[src/rtl/sr_flag_ctrl.sv]
// Controller for a bank of set/reset latches: two valid/ready requesters share the
// bank through a round-robin arbiter; an FSM shapes S/R pulses and shadows the latch state.
module sr_flag_ctrl #(
  parameter int NUM_FLAGS      = 8,
  parameter int IDX_W          = 3,
  parameter int HOLD_CYCLES    = 2,
  parameter int RESET_DOMINANT = 1
) (
  input  logic                 clk,
  input  logic                 rst_n,
  input  logic                 req0_valid,
  input  logic [1:0]           req0_op,
  input  logic [IDX_W-1:0]     req0_idx,
  output logic                 req0_ready,
  input  logic                 req1_valid,
  input  logic [1:0]           req1_op,
  input  logic [IDX_W-1:0]     req1_idx,
  output logic                 req1_ready,
  output logic [NUM_FLAGS-1:0] s_out,
  output logic [NUM_FLAGS-1:0] r_out,
  output logic [NUM_FLAGS-1:0] flags,
  output logic                 busy,
  output logic [7:0]           conflict_cnt
);

  typedef enum logic [1:0] {ST_INIT, ST_IDLE, ST_DRIVE, ST_RECOVER} state_t;

  localparam logic [1:0] OP_SET = 2'b01;
  localparam logic [1:0] OP_CLR = 2'b10;
  localparam logic [1:0] OP_TGL = 2'b11;

  localparam int CNT_W = (HOLD_CYCLES < 2) ? 1 : $clog2(HOLD_CYCLES + 1);
  localparam logic [CNT_W-1:0] HOLD_LAST = CNT_W'(HOLD_CYCLES);

  state_t               state, state_d;
  logic [CNT_W-1:0]     cnt, cnt_d;
  logic                 ptr;
  logic [IDX_W-1:0]     drv_idx;
  logic                 drv_set;
  logic [NUM_FLAGS-1:0] s_d, r_d;

  logic                 idle, same_idx, pair_conflict, merge;
  logic                 grant0, grant1, accept;
  logic [1:0]           sel_op;
  logic [IDX_W-1:0]     sel_idx;
  logic                 in_range, flag_now;
  logic                 do_drive, set_dir;
  logic                 drive_done;
  logic [NUM_FLAGS-1:0] drv_mask;

  function automatic logic [NUM_FLAGS-1:0] onehot(input logic [IDX_W-1:0] idx);
    onehot = '0;
    for (int i = 0; i < NUM_FLAGS; i++)
      if (idx == IDX_W'(i)) onehot[i] = 1'b1;
  endfunction

  // Arbitration: a merge accepts both requesters at once and leaves the pointer alone.
  assign idle          = (state == ST_IDLE);
  assign same_idx      = (req0_idx == req1_idx);
  assign pair_conflict = ((req0_op == OP_SET) && (req1_op == OP_CLR)) ||
                         ((req0_op == OP_CLR) && (req1_op == OP_SET));
  assign merge         = req0_valid && req1_valid && same_idx &&
                         ((req0_op == req1_op) || pair_conflict);
  assign grant0        = idle && req0_valid && (!req1_valid || merge || !ptr);
  assign grant1        = idle && req1_valid && (!req0_valid || merge ||  ptr);
  assign accept        = grant0 || grant1;
  assign req0_ready    = grant0;
  assign req1_ready    = grant1;

  assign sel_op   = grant0 ? req0_op  : req1_op;
  assign sel_idx  = grant0 ? req0_idx : req1_idx;
  assign in_range = (int'(sel_idx) < NUM_FLAGS);
  assign flag_now = |(flags & onehot(sel_idx));

  // NOTE: every signal written in an always_comb gets a default first, so no path leaves
  // it unassigned and no latch is inferred.
  always_comb begin
    do_drive = 1'b0;
    set_dir  = 1'b0;
    if (accept && in_range) begin
      if (merge && pair_conflict) begin
        do_drive = 1'b1;
        set_dir  = (RESET_DOMINANT == 0);
      end else begin
        case (sel_op)
          OP_SET:  begin do_drive = 1'b1; set_dir = 1'b1;      end
          OP_CLR:  begin do_drive = 1'b1; set_dir = 1'b0;      end
          OP_TGL:  begin do_drive = 1'b1; set_dir = !flag_now; end
          default: ;
        endcase
      end
    end
  end

  assign drive_done = (state == ST_DRIVE) && (cnt == HOLD_LAST);
  assign drv_mask   = onehot(drv_idx);

  // Outputs are registered from the next state so reset can force them low at once.
  always_comb begin
    state_d = state;
    cnt_d   = cnt;
    s_d     = '0;
    r_d     = '0;
    case (state)
      ST_INIT: begin
        if (cnt == HOLD_LAST) begin
          state_d = ST_RECOVER;
          cnt_d   = '0;
        end else begin
          cnt_d = cnt + CNT_W'(1);
          r_d   = '1;
        end
      end
      ST_IDLE: begin
        if (do_drive) begin
          state_d = ST_DRIVE;
          cnt_d   = CNT_W'(1);
          if (set_dir) s_d = onehot(sel_idx);
          else         r_d = onehot(sel_idx);
        end
      end
      ST_DRIVE: begin
        if (cnt == HOLD_LAST) begin
          state_d = ST_RECOVER;
          cnt_d   = '0;
        end else begin
          cnt_d = cnt + CNT_W'(1);
          if (drv_set) s_d = drv_mask;
          else         r_d = drv_mask;
        end
      end
      ST_RECOVER: state_d = ST_IDLE;
      default:    state_d = ST_INIT;
    endcase
  end

  // NOTE: sequential state uses non-blocking assignments so every register samples
  // pre-edge values regardless of statement order.
  always_ff @(posedge clk or negedge rst_n) begin
    if (!rst_n) begin
      state        <= ST_INIT;
      cnt          <= '0;
      ptr          <= 1'b0;
      drv_idx      <= '0;
      drv_set      <= 1'b0;
      s_out        <= '0;
      r_out        <= '0;
      flags        <= '0;
      conflict_cnt <= '0;
    end else begin
      state <= state_d;
      cnt   <= cnt_d;
      s_out <= s_d;
      r_out <= r_d;
      if (accept && !merge) ptr <= grant0;
      if (idle && do_drive) begin
        drv_idx <= sel_idx;
        drv_set <= set_dir;
      end
      if (drive_done)
        flags <= drv_set ? (flags | drv_mask) : (flags & ~drv_mask);
      if (accept && merge && pair_conflict && (conflict_cnt != 8'hFF))
        conflict_cnt <= conflict_cnt + 8'd1;
    end
  end

  assign busy = (state != ST_IDLE);

endmodule

[config.mk]
export PLATFORM = sky130hd
export DESIGN_NAME = sr_flag_ctrl
export DESIGN_NICKNAME = d
export VERILOG_FILES = /design/src/rtl/sr_flag_ctrl.sv
export SDC_FILE = /design/constraint.sdc
export NUM_CORES = 1
export LEC_CHECK = 0
export CORE_MARGIN = 2
export CORE_UTILIZATION = 52
export CTS_CLUSTER_DIAMETER = 120
export CTS_CLUSTER_SIZE = 25
export DETAILED_ROUTE_END_ITERATION = 16
export GPL_TIMING_DRIVEN = 0
export PLACE_DENSITY_LB_ADDON = 0.05
export REMOVE_ABC_BUFFERS = 1
export SLEW_MARGIN = 20
export SYNTH_ARGS = -nofsm -noshare
export SYNTH_HDL_FRONTEND = slang
export SYNTH_SLANG_ARGS = --single-unit
[constraint.sdc]
create_clock -name clk -period 3 [get_ports clk]
set_clock_uncertainty 0.15 [all_clocks]
set_input_delay 0.6 -clock clk [delete_from_list [all_inputs] [get_ports clk]]
set_output_delay 0.6 -clock clk [all_outputs]
set_load 0.01 [all_outputs]
==> results of run 1 <==
-- metal layers --
metal | global-route usage, % | share of wire [%] | vias up
li1 | - | - | 1083
met1 | 36.0 | 47 | 1125
met2 | 38.3 | 47 | 77
met3 | 4.34 | 5.1 | 10
met4 | 6.06 | 1.0 | 0
met5 | 0 | 0 | -
-- kinds of logic (layout without fill, tap and decap cells) --
logic type                 count (synthesis)  count (layout)  share of synthesized area (%)
DFF                                       41              41                           40.3
and+or+nand+nor                          103             103                           22.1
AOI/OAI and AO/OA                         70              70                           21.6
buffers and inverters                     17              73                           2.90
xor gates and xnor gates                  12              12                           4.13
adders and majority gates                  6               6                           2.95
muxes                                     14              14                           6.09
-- path summary, 6_finish.rpt --
kind,start,end,slack [ns],cells past startpoint
max in group asynchronous,rst_n,async pin,2.13,2
min,rst_n,s_out[6],0.09,1
min in group clk,conflict_cnt[4],conflict_cnt[4],0.34,1
min reg2reg,conflict_cnt[4],conflict_cnt[4],0.34,1
max reg2reg,state[1],r_out[5],0.26,9
max,req1_idx[1],req1_ready,0.10,6
-- final cells by class --
cell class / instances / area, sq um
multi-input cells: 205 / 1580
fillers: 357 / 1320
flip-flops and latches: 41 / 1030
repair buffers: 59 / 578
clock buffers: 7 / 86.3
well taps: 67 / 83.8
clock inverters: 1 / 30.0
inverters: 6 / 22.5
-- critical path: cells and delay by family --
kind	cells	cell delay [ns]
compound gates	1	0.17
buf+inv	2	0.74
simple gates	2	0.45
xor+xnor	1	0.20
-- layout by cell type (no fill, tap or decap), drive strengths merged, types with 8 or more instances in the layout --
cell / instances
buf: 12
o21ai: 13
nand3: 18
nor2: 19
clkdlybuf4s50: 38
nor3: 8
dfrtp: 41
nand2: 31
mux2: 12
-- timing repair --
| action | 4_1_cts | 5_1_grt |
|---|---|---|
| pin swaps | 2 | 8 |
| setup endpoints to repair | 23 | 18 |
| gates resized for setup | 10 | 24 |
| buffers inserted | 1 | 9 |
-- power by group through the flow --
stage | Sequential (mW) | Combinational (mW) | Clock (mW)
2_1_floorplan | 0.835 | 0.675 | 0
3_3_place_gp | 0.822 | 1.08 | 0
3_5_place_dp | 0.828 | 1.10 | 0
4_1_cts | 0.818 | 1.11 | 0.468
5_1_grt | 0.850 | 1.40 | 0.481
6_report | 0.826 | 1.29 | 0.461
==> reports/metrics.csv, run 1 <==
stage,metric,value,unit
finish,P&R area growth vs syn,33.7,%
drt,via/cell ratio,5.95,
placement,# placed instances,368,
worst_setup_path,crit path kind,in -> out,
drt,DR iter-0 viols,237,
cts,Clock Latency Late Sink,0.30,ns
synth,Post-synth EDFFs,0,
power,total power,2.57,mW
drt,drt wl/cell,16.3,um
power,P_sw,1.04,mW
synth,"Async S/R FF share, synth",100,%
power,sw frac,40.5,%
grt,overflow left after global routing,0,
drt,DR pass1 iterations,5,
worst_setup_path,worst endpoint data arrival time,2.15,ns
cts,total CTS buffers,5,
grt,number of global-route vias before repair,2061,
floorplan,IO Pins,49,
synth,synth cell count leaders,"dfrtp_1 (41), nand2_1 (31), nor2_1 (18), nand3_1 (17), mux2_2 (12)",
drt,drc violations,0,
floorplan,Die ar.,5470,sq um
cts,clk root buf,clkbuf_8,
synth,register bit total from synthesis,41,
sta,Tmin final,2.90,ns
sta,highest clock rate,345,MHz
finish,layout cells sized above 1,21.0,%
finish,antenna fix cells,0,
drt,detailed-route via count,2295,
synth,Ys Warns,0,
cts,CTS max path bufs,2,
drt,Final ANT Viol Nets,0,
worst_setup_path,CP max FO,4,
synth,Mapped Area,2550,sq um
sta,WHS,0.0945,ns
grt,GRT Total Usage,24.6,%
sta,setup_tns,0,ns
synth,most used flip-flop cell after synthesis,dfrtp_1,
floorplan,die height,74.0,um
synth,sequential share of the synthesized area,40.3,%
worst_setup_path,slowest cell delay on critical path,0.46,ns
power,Comb power frac,50.0,%
sta,RSZ-0062 raised after global routing,false,
cts,"Reg clk slew, reported paths",0.08,ns
sta,Slew HR,57.6,%
min_path,Hold WC Path Type,in -> async,
synth,syn avg cell area,9.68,sq um
drt,final WL,6.27,mm
placement,Post-DP Area,3090,sq um
cts,Hold Buf Count CTS,0,
run_status,outcome,"finished, final reports clean",
finish,Util after Layout,72.1,%
cts,# clock sinks,41,
grt,pin count of the biggest net entering global routing,24,
grt,antenna violations before repair,0,
cts,H-tree levels,2,
worst_setup_path,Setup crit end kind,primary output,
cts,CTS tree,done,
power,Clk network pwr share,17.9,%
finish,post-route insts no fill,386,
sta,final setup margin,0.101,ns
grt,first-pass GRT wire length,10.2,mm
sta,period utilization,96.6,%
floorplan,effective utilization at floorplan,53.9,%
placement,placed wire-length estimate,4.44,mm
sta,Final Slew Violations,0,
synth,area share of the largest cell type after synthesis,40.3,%
power,PwrDens,756,nW/um^2
floorplan,core area,4720,sq um
placement,Place WS,-0.699,ns
power,Max IR drop VDD,0.000476,V
flow_run,max_cap viols,0,
floorplan,standard-cell rows,25,
placement,IO Port Bufs,48,
power,internal power,1.53,mW
worst_setup_path,Required @ worst endpoint,2.25,ns
power,Reg power frac,32.1,%
synth,most common cell in the netlist,dfrtp_1,
synth,Synth area leaders,"dfrtp_1 (40%), mux2_2 (5.3%), nand2_1 (4.6%)",
synth,Post-Syn Instances,263,
worst_setup_path,Worst setup SP type,primary input,
power,P_leak,1.47,nW
sta,Worst-Margin Slew,0.635,ns
worst_setup_path,CP max-delay cell,clkdlybuf4s50_1,
synth,Synth cell types,64,
floorplan,die width,74.0,um
finish,post-route cell area,3400,sq um
placement,gp weighted congestion,0.915,
sta,final hold viol count,0,
synth,largest area contributor in the netlist,dfrtp_1,
sta,final setup fails,0,
finish,fin nets,338,
worst_setup_path,worst-path cell chain,clkdlybuf4s50_1 -> xor2_1 -> nor4_4 -> nand2_2 -> a31oi_1 -> dlygate4sd2_1,
No activity file was read; power rests on OpenSTA's default activity.
==> run 2, diff against run 1 <==
CAP_MARGIN = 20   (was default)
CELL_PAD_IN_SITES_DETAIL_PLACEMENT = 1   (was default)
CELL_PAD_IN_SITES_GLOBAL_PLACEMENT = 2   (was default)
CORE_UTILIZATION = 32   (was 52)
==> reports/metrics.csv, run 2 (synthesis results as in run 1) <==
stage,metric,value,unit
grt,GRT Total Usage,18.4,%
floorplan,core area,7730,sq um
power,P_leak,1.45,nW
sta,period utilization,96.0,%
worst_setup_path,Setup crit end kind,flop,
grt,pin count of the biggest net entering global routing,23,
worst_setup_path,CP max FO,6,
sta,Slew HR,53.7,%
sta,highest clock rate,347,MHz
floorplan,effective utilization at floorplan,33.0,%
cts,CTS tree,done,
cts,# clock sinks,41,
power,total power,2.54,mW
power,Max IR drop VDD,0.000309,V
placement,Post-DP Area,3140,sq um
worst_setup_path,r2r startpoint,state[1],
worst_setup_path,"CP delay by family, top",simple AND/OR/NAND/NOR gates,
run_status,outcome,"finished, final reports clean",
floorplan,die width,93.2,um
sta,Final Slew Violations,0,
grt,GRT met1 Usage,25.9,%
sta,setup_tns,0,ns
finish,Reg area,1030,sq um
worst_setup_path,Worst setup SP type,primary input,
floorplan,standard-cell rows,32,
worst_setup_path,CP max-delay cell,or4_4,
drt,Final ANT Viol Nets,0,
worst_setup_path,worst endpoint data arrival time,2.88,ns
min_path,Hold WC Path Type,in -> async,
power,PwrDens,747,nW/um^2
placement,placed wire-length estimate,5.48,mm
drt,detailed-route via count,2200,
cts,total CTS buffers,5,
finish,fin nets,332,
cts,clk root buf,clkbuf_8,
drt,final WL,7.45,mm
worst_setup_path,worst r2r dst,r_out[7],
finish,area of the multi-input gates,1570,sq um
drt,DR iter-0 viols,90,
worst_setup_path,"Buf+Inv Stages, Crit Path",1,
grt,number of global-route vias before repair,2252,
worst_setup_path,crit path kind,in -> reg,
cts,CTS max path bufs,2,
floorplan,Die ar.,8690,sq um
grt,overflow left after global routing,0,
sta,Tmin final,2.88,ns
finish,"commonest non-fill, non-tap cells in the layout","dfrtp_1 (41), clkdlybuf4s50_1 (38), nand2_1 (28), nor2_1 (18), nand3_1 (17)",
sta,final hold viol count,0,
placement,gp weighted congestion,0.824,
finish,P&R area growth vs syn,33.3,%
grt,first-pass GRT wire length,12.4,mm
sta,RSZ-0062 raised after global routing,false,
drt,drt wl/cell,17.9,um
cts,"Reg clk slew, reported paths",0.09,ns
floorplan,IO Pins,49,
sta,Worst-Margin Slew,0.687,ns
finish,layout cells sized above 1,18.8,%
drt,drc violations,0,
drt,via/cell ratio,5.30,
worst_setup_path,Reg2Reg Setup Slack,0.20,ns
flow_run,max_cap viols,0,
floorplan,die height,93.2,um
cts,Clock Latency Late Sink,0.30,ns
finish,"commonest non-fill, non-tap cell in the layout",dfrtp_1,
grt,GR Layer Usage met2,29.5,%
worst_setup_path,worst-path cell chain,clkdlybuf4s50_1 -> xor2_1 -> or4_4 -> o21ai_4 -> nand2_2 -> o211ai_4 -> nor2b_4 -> o41ai_4,
sta,final setup fails,0,
cts,H-tree levels,2,
finish,post-route cell area,3390,sq um
worst_setup_path,slowest cell delay on critical path,0.60,ns
grt,GR peak layer,met2,
finish,filler cell count,875,
placement,IO Port Bufs,48,
drt,DR pass1 iterations,4,
worst_setup_path,Required @ worst endpoint,3.00,ns
grt,met3 Use GR,3.46,%
finish,antenna fix cells,0,
grt,antenna violations before repair,0,
worst_setup_path,worst-case reg-to-reg path depth,9,
## run 2: cell count changes in the layout (fill, tap and decap cells not counted), sizes merged
cell | before | now
clkdlybuf4s15 | 0 | 1
dlygate4sd2 | 6 | 4
clkbuf | 7 | 8
inv | 6 | 7
bufinv | 1 | 0
buf | 12 | 6
## run 2: how the worst max path moves through the flow
stage | from | endpoint | slack, ns | depth (start not counted)
6_report | req1_idx[1] | r_out[7] | 0.12 | 8
5_1_grt | req1_idx[1] | s_out[6] | 0.01 | 9
4_1_cts | state[1] | r_out[7] | 0.02 | 9
3_5_place_dp | req0_idx[1] | req1_ready | -0.69 | 6
3_3_place_gp | req0_op[0] | r_out[1] | -1.19 | 7
2_1_floorplan | req1_idx[2] | drv_set | 0.07 | 6
## run 2: area by class of cell
class / instances / share of cell area [%]
well taps: 102 / 3.76
flip-flops and latches: 41 / 30.2
clock buffers: 7 / 2.84
clock inverters: 1 / 0.258
inverters: 6 / 0.663
repair buffers: 53 / 16.0
multi-input cells: 205 / 46.3
## run 2: timing repair
item,CTS,global route
hold buffers,0,0
setup endpoints to repair,24,22
gates resized for setup,13,21
pin swaps,2,3
buffers inserted,3,0
## run 2: power breakdown
part           switching, mW  total (mW)  internal [mW]  leakage [nW]
logic                  0.723        1.28          0.556         0.846
clock network          0.212       0.425          0.213        0.0549
registers              0.150       0.833          0.683         0.547
## run 2: routing by layer
metal  vias up  routed length, um  share of wire, %
li1       1069                  -                 -
met1      1088               3560                48
met2        39               3550                48
met3         4                283               3.8
met4         0                 56              0.75
met5         -                  0                 0
## run 2: per-stage QoR
stage / setup WS, ns / std cells / utilization [%] / hold slack (ns)
2_1_floorplan: 0.0690 / 252 / - / 0.154
3_3_place_gp: -1.19 / 402 / 40.2 / 0.330
3_5_place_dp: -0.688 / 404 / 40.6 / 0.333
4_1_cts: 0.0200 / 415 / 42.6 / 0.116
5_1_grt: 0.0134 / 415 / 43.9 / 0.130
6_report: 0.119 / 415 / 43.9 / 0.103
